File: src/rtl/vx_index_arbiter.sv
// rtl/vx_index_arbiter.sv - round-robin request arbiter with a tag-indexed slot table
//
// Purpose:
//   Grants one of NUM_REQS requesters per cycle, allocates the lowest free
//   slot (tag), stores {requester id, payload} under that tag and forwards
//   the payload downstream with the tag. A returning response carries the
//   tag; the stored entry is routed back with the requester id and the slot
//   is freed.
//
// Ports:
//   clk, reset                      clock, synchronous active-high reset
//   req_valid/req_data/req_ready    per-requester request channel
//   out_valid/out_data/out_tag      downstream request channel
//   out_ready                       downstream accept
//   rsp_valid/rsp_tag/rsp_ready     returning response channel
//   rsp_out_valid/data/idx/ready    routed response channel
//   empty/full/count                slot occupancy status

module vx_index_arbiter #(
  parameter int NUM_REQS = 4,
  parameter int DATAW    = 8,
  parameter int SIZE     = 4,
  localparam int ADDRW   = (SIZE > 1) ? $clog2(SIZE) : 1,
  localparam int REQW    = (NUM_REQS > 1) ? $clog2(NUM_REQS) : 1
) (
  input  logic                      clk,
  input  logic                      reset,
  input  logic [NUM_REQS-1:0]       req_valid,
  input  logic [NUM_REQS*DATAW-1:0] req_data,
  output logic [NUM_REQS-1:0]       req_ready,
  output logic                      out_valid,
  output logic [DATAW-1:0]          out_data,
  output logic [ADDRW-1:0]          out_tag,
  input  logic                      out_ready,
  input  logic                      rsp_valid,
  input  logic [ADDRW-1:0]          rsp_tag,
  output logic                      rsp_ready,
  output logic                      rsp_out_valid,
  output logic [DATAW-1:0]          rsp_out_data,
  output logic [REQW-1:0]           rsp_out_idx,
  input  logic                      rsp_out_ready,
  output logic                      empty,
  output logic                      full,
  output logic [ADDRW:0]            count
);

  localparam int ENTW = REQW + DATAW;

  logic [SIZE-1:0]  busy;
  logic [SIZE-1:0]  busy_next;
  logic [REQW-1:0]  rr_ptr;
  logic [ADDRW:0]   count_q;
  logic [ENTW-1:0]  slot_table [SIZE];

  logic             found;
  logic [REQW-1:0]  grant_idx;
  logic [ADDRW-1:0] free_idx;
  logic             grant;
  logic             rsp_fire;
  logic             rel_ok;
  logic [DATAW-1:0] grant_data;

  // Round-robin search starting at rr_ptr.
  always_comb begin
    found     = 1'b0;
    grant_idx = '0;
    for (int i = 0; i < NUM_REQS; i++) begin
      if (!found && req_valid[(int'(rr_ptr) + i) % NUM_REQS]) begin
        found     = 1'b1;
        grant_idx = REQW'((int'(rr_ptr) + i) % NUM_REQS);
      end
    end
  end

  // Lowest free slot; descending scan so the smallest index wins.
  always_comb begin
    free_idx = '0;
    for (int i = SIZE - 1; i >= 0; i--) begin
      if (!busy[i]) free_idx = ADDRW'(i);
    end
  end

  assign full       = (count_q == (ADDRW+1)'(SIZE));
  assign empty      = (count_q == '0);
  assign count      = count_q;
  assign grant      = found && !full && (!out_valid || out_ready);
  assign grant_data = req_data[int'(grant_idx)*DATAW +: DATAW];
  assign rsp_ready  = !rsp_out_valid || rsp_out_ready;
  assign rsp_fire   = rsp_valid && rsp_ready;
  // Releasing a slot that is not allocated must not disturb occupancy.
  assign rel_ok     = rsp_fire && busy[rsp_tag];

  always_comb begin
    req_ready = '0;
    if (grant) req_ready[grant_idx] = 1'b1;
  end

  // Release and allocation never target the same slot: allocation only
  // picks a free slot and release only acts on a busy one.
  always_comb begin
    busy_next = busy;
    if (rel_ok) busy_next[rsp_tag] = 1'b0;
    if (grant)  busy_next[free_idx] = 1'b1;
  end

  always_ff @(posedge clk) begin
    if (reset) begin
      busy          <= '0;
      rr_ptr        <= '0;
      count_q       <= '0;
      out_valid     <= 1'b0;
      rsp_out_valid <= 1'b0;
    end else begin
      busy <= busy_next;
      case ({grant, rel_ok})
        2'b10:   count_q <= count_q + 1'b1;
        2'b01:   count_q <= count_q - 1'b1;
        default: count_q <= count_q;
      endcase

      if (grant) begin
        out_valid <= 1'b1;
        out_data  <= grant_data;
        out_tag   <= free_idx;
        rr_ptr    <= REQW'((int'(grant_idx) + 1) % NUM_REQS);
      end else if (out_ready) begin
        out_valid <= 1'b0;
      end

      if (rsp_fire) begin
        rsp_out_valid                <= 1'b1;
        {rsp_out_idx, rsp_out_data}  <= slot_table[rsp_tag];
      end else if (rsp_out_ready) begin
        rsp_out_valid <= 1'b0;
      end
    end
  end

  // Table contents are never reset; only the busy bitmap gives them meaning.
  always_ff @(posedge clk) begin
    if (grant) slot_table[free_idx] <= {grant_idx, grant_data};
  end

  release_busy_tag : assert property (@(posedge clk) disable iff (reset)
    rsp_fire |-> busy[rsp_tag]);

endmodule

File: config.mk
export PLATFORM = sky130hd
export DESIGN_NAME = vx_index_arbiter
export DESIGN_NICKNAME = d
export VERILOG_FILES = /design/src/rtl/vx_index_arbiter.sv
export SDC_FILE = /design/constraint.sdc
export NUM_CORES = 1
export LEC_CHECK = 0
export ABC_AREA = 1
export CAP_MARGIN = 40
export CORE_MARGIN = 2
export CORE_UTILIZATION = 45
export CTS_CLUSTER_SIZE = 25
export DETAILED_ROUTE_END_ITERATION = 7
export GPL_ROUTABILITY_DRIVEN = 0
export GPL_TIMING_DRIVEN = 0
export PLACE_DENSITY = 0.75
export SETUP_SLACK_MARGIN = 0.2
export SYNTH_ARGS = -nofsm -noshare
export SYNTH_HDL_FRONTEND = slang
export SYNTH_SLANG_ARGS = --single-unit
File: constraint.sdc
create_clock -name clk -period 2.75 [get_ports clk]
set_input_delay 0.6875 -clock clk [delete_from_list [all_inputs] [get_ports clk]]
set_output_delay 0.6875 -clock clk [all_outputs]
set_load 0.03 [all_outputs]
==> impl_metrics.py <==
metrics = {
    "worst_setup_path": {
        "critical_path_class": "flip-flop to primary output",
        "crit_chain": "buf_6, buf_12, nand2_4, nand3_4, nand2_4, nor2_8, nand3_2, nand3_2, nand2_4, buf_6, ha_4, inv_2, nor2_4, buf_6",
        "cp_max_fo": 6,
        "cp-end-kind": "primary output",
        "cpLargestDelayFamily": "simple AND/OR/NAND/NOR gates",
        "cp_data_arrival_time_ns": 2.09,
        "cpMaxStageDelayCell": "dfxtp_2",
        "critPathRequiredTime_ns": 2.06,
        "path_buf_inv": 5,
        "max_stage_delay_ns": 0.33,
        "worstSetupStartpointType": "flip-flop",
    },
    "floorplanning": {
        "die_x_um": 92.0,
        "rows": 32,
        "placeableCoreArea_um2": 7610,
        "start_util": 0.458,
        "dieArea_um2": 8470,
        "ioPinCount": 75,
        "die_y_um": 92.0,
    },
    "synthesis": {
        "synth_area_um2": 3490,
        "ys_seq_area_frac": 0.580,
        "synth_cell_types": 29,
        "ys_ff_latch": 71,
        "synth-edff-count": 60,
        "yosys_warnings": 0,
        "syn_area_per_cell_um2": 9.77,
        "synthCells": 357,
        "synth_nets": 406,
        "async_flop_share": 0,
        "dominantRegCellSynth": "edfxtp_1",
    },
    "sta": {
        "skew_ns": 0.00937,
        "setup_ws_ns": -0.0319,
        "max_freq_mhz": 359,
        "setup_viol": 4,
        "fin_crit_sh": 1.01,
        "max-slew-margin-rel": 0.447,
        "tns_ns": -0.0459,
        "grt_setup_unrepaired": "yes",
        "slew_viol_final": 0,
        "min_period_ns": 2.78,
        "worstMarginPinSlew_ns": 0.827,
        "hold_viol": 0,
    },
    "global_route": {
        "grt_overflow": 0,
        "grt_pass1_wl_um": 12800,
        "antenna_found_initial": 0,
        "grt_pass1_vias": 2697,
        "grt_usage": 0.193,
        "grt_max_degree": 14,
    },
    "route": {
        "wl_per_cell_um": 14.0,
        "avgViaCountPerCell": 5.05,
        "vias": 2875,
        "first_pass_iters": 5,
        "drt-initial-drc-count": 112,
        "ant_nets": 0,
        "wl_um": 7960,
        "route.detailed.drc": 0,
    },
    "final_layout": {
        "nets": 511,
        "antenna_cells": 0,
        "drive_gt1_frac": 0.261,
        "area_growth_pct": 42.9,
        "fin_area_um2": 4980,
    },
    "run_status": {
        "violations": "setup timing",
        "status": "complete, but fails checks",
    },
    "cts": {
        "clock-sinks": 71,
        "htreeDepth": 3,
        "root_buffer": "clkbuf_8",
        "clock_path_buffers": 2,
        "clock_latency_ns": 0.33,
        "cts_buffers": 9,
        "cts_tree": "built",
        "clk_pin_slew_ns": 0.08,
    },
    "pwr": {
        "pwr-share-seq": 0.310,
        "switching_share": 0.423,
        "comb_power_share": 0.551,
        "power_density_nw_per_um2": 1300,
        "clkPwrFrac": 0.139,
        "p_switching_mw": 2.73,
        "internal-power_mw": 3.73,
        "power_leakage_nw": 2.13,
        "vdd_drop_max_uv": 800,
    },
    "placement": {
        "detailed_place_hpwl_um": 5370,
        "placed_area_um2": 4500,
        "portBuffers": 73,
    },
    "worst_hold_path": {
        "worstHoldPathType": "flip-flop to flip-flop",
    },
    "run": {
        "max-cap-violations": 0,
    },
}
[Yosys cell counts (4+ instances only)]
master,number,area share
a22oi_1,17,0.037
o21ai_0,11,0.016
nand2_1,73,0.079
inv_1,65,0.070
a21oi_1,10,0.014
nor2_1,14,0.015
nand4_1,16,0.029
inv_2,4,0.0043
dfxtp_1,11,0.063
edfxtp_1,60,0.52
nand2_2,14,0.025
ha_1,5,0.018
nand3_1,30,0.043
[worst paths after layout]
| kind | from | end | slack, ns | cells after the start |
|---|---|---|---|---|
| setup / recovery | rr_ptr[0]$_SDFFE_PP0P_ | req_ready[1] | -0.03 | 14 |
| hold / removal | busy[2]$_SDFF_PP0_ | busy[2]$_SDFF_PP0_ | 0.51 | 2 |
| setup reg to reg | rr_ptr[0]$_SDFFE_PP0P_ | count[2]$_SDFFE_PP0P_ | 0.08 | 19 |
| hold reg to reg | busy[2]$_SDFF_PP0_ | busy[2]$_SDFF_PP0_ | 0.51 | 2 |
[layout by cell type (no fill, tap or decap), types with 9 or more instances in the layout]
cell             Yosys  final
nand3_1             30     25
a22oi_1             17     17
nand4_1             16     16
inv_1               65     54
nand2_4              3     12
clkdlybuf4s50_1      0     64
nor2_1              14     10
nand2_2             14     18
a21oi_1             10      9
edfxtp_1            60     60
inv_2                4     10
dfxtp_1             11      9
buf_4                0     19
clkbuf_8             0      9
nand2_1             73     59
[kinds of logic (layout without fill, tap and decap cells)]
logic type / count (synthesis) / count (layout) / synth area share
adders and majority gates: 6 / 6 / 0.0237
and+or+nand+nor: 159 / 159 / 0.228
buffers and inverters: 80 / 190 / 0.0954
AOI/OAI and AO/OA: 41 / 41 / 0.0728
DFF: 71 / 71 / 0.580
[state kept, by name, indices dropped and copies added (netlist names)]
name / flops
out_data: 8
rsp_out_idx: 2
rsp_out_data: 8
count: 3
slot_table: 40
out_valid: 1
busy: 4
rsp_out_valid: 1
rr_ptr: 2
out_tag: 2
[stage by stage]
step | utilization | setup slack [ns] | hold WS, ns | power (mW) | std cells
3_5_place_dp | 0.591 | -1.10 | 0.493 | 5.03 | 533
3_3_place_gp | 0.590 | -1.09 | 0.491 | 4.92 | 532
6_report | 0.655 | -0.0319 | 0.515 | 6.46 | 569
2_1_floorplan | - | 0.207 | 0.468 | 4.14 | 357
4_1_cts | 0.649 | -0.0287 | 0.507 | 6.39 | 566
5_1_grt | 0.655 | -0.119 | 0.552 | 6.86 | 569
[cell type report]
| class | count | area, µm² |
|---|---|---|
| inverter | 73 | 309 |
| sequential | 71 | 2030 |
| buffer | 7 | 53.8 |
| timing repair buffer | 94 | 888 |
| multi-input combinational | 206 | 1360 |
| fill | 576 | 2630 |
| clock inverter | 7 | 97.6 |
| clock buffer | 9 | 124 |
| tap | 102 | 128 |
[power by group through the flow]
stage          Combinational (mW)  Clock (mW)  Sequential (mW)
4_1_cts                      3.48       0.912             2.00
2_1_floorplan                1.94           0             2.20
3_3_place_gp                 2.92           0             2.00
5_1_grt                      3.87       0.956             2.03
6_report                     3.56       0.898             2.00
3_5_place_dp                 3.01           0             2.01
[metal layers]
| layer | wire (µm) | track usage |
|---|---|---|
| met5 | 0 | 0 |
| met2 | 4080 | 0.339 |
| met1 | 3260 | 0.233 |
| met4 | 182 | 0.0609 |
| met3 | 438 | 0.0477 |
[worst min-delay path: cells and delay by family, from the launching register on]
family	cells	cell delay [ns]
flops	1	0.33
compound gates	2	0.15
[timing repair]
action,in CTS,in global routing
buffers inserted,17,3
pin swaps,21,2
setup endpoints to repair,30,6
hold buffers,0,0
resized for setup,74,7
(Power assumes the default switching activity.)
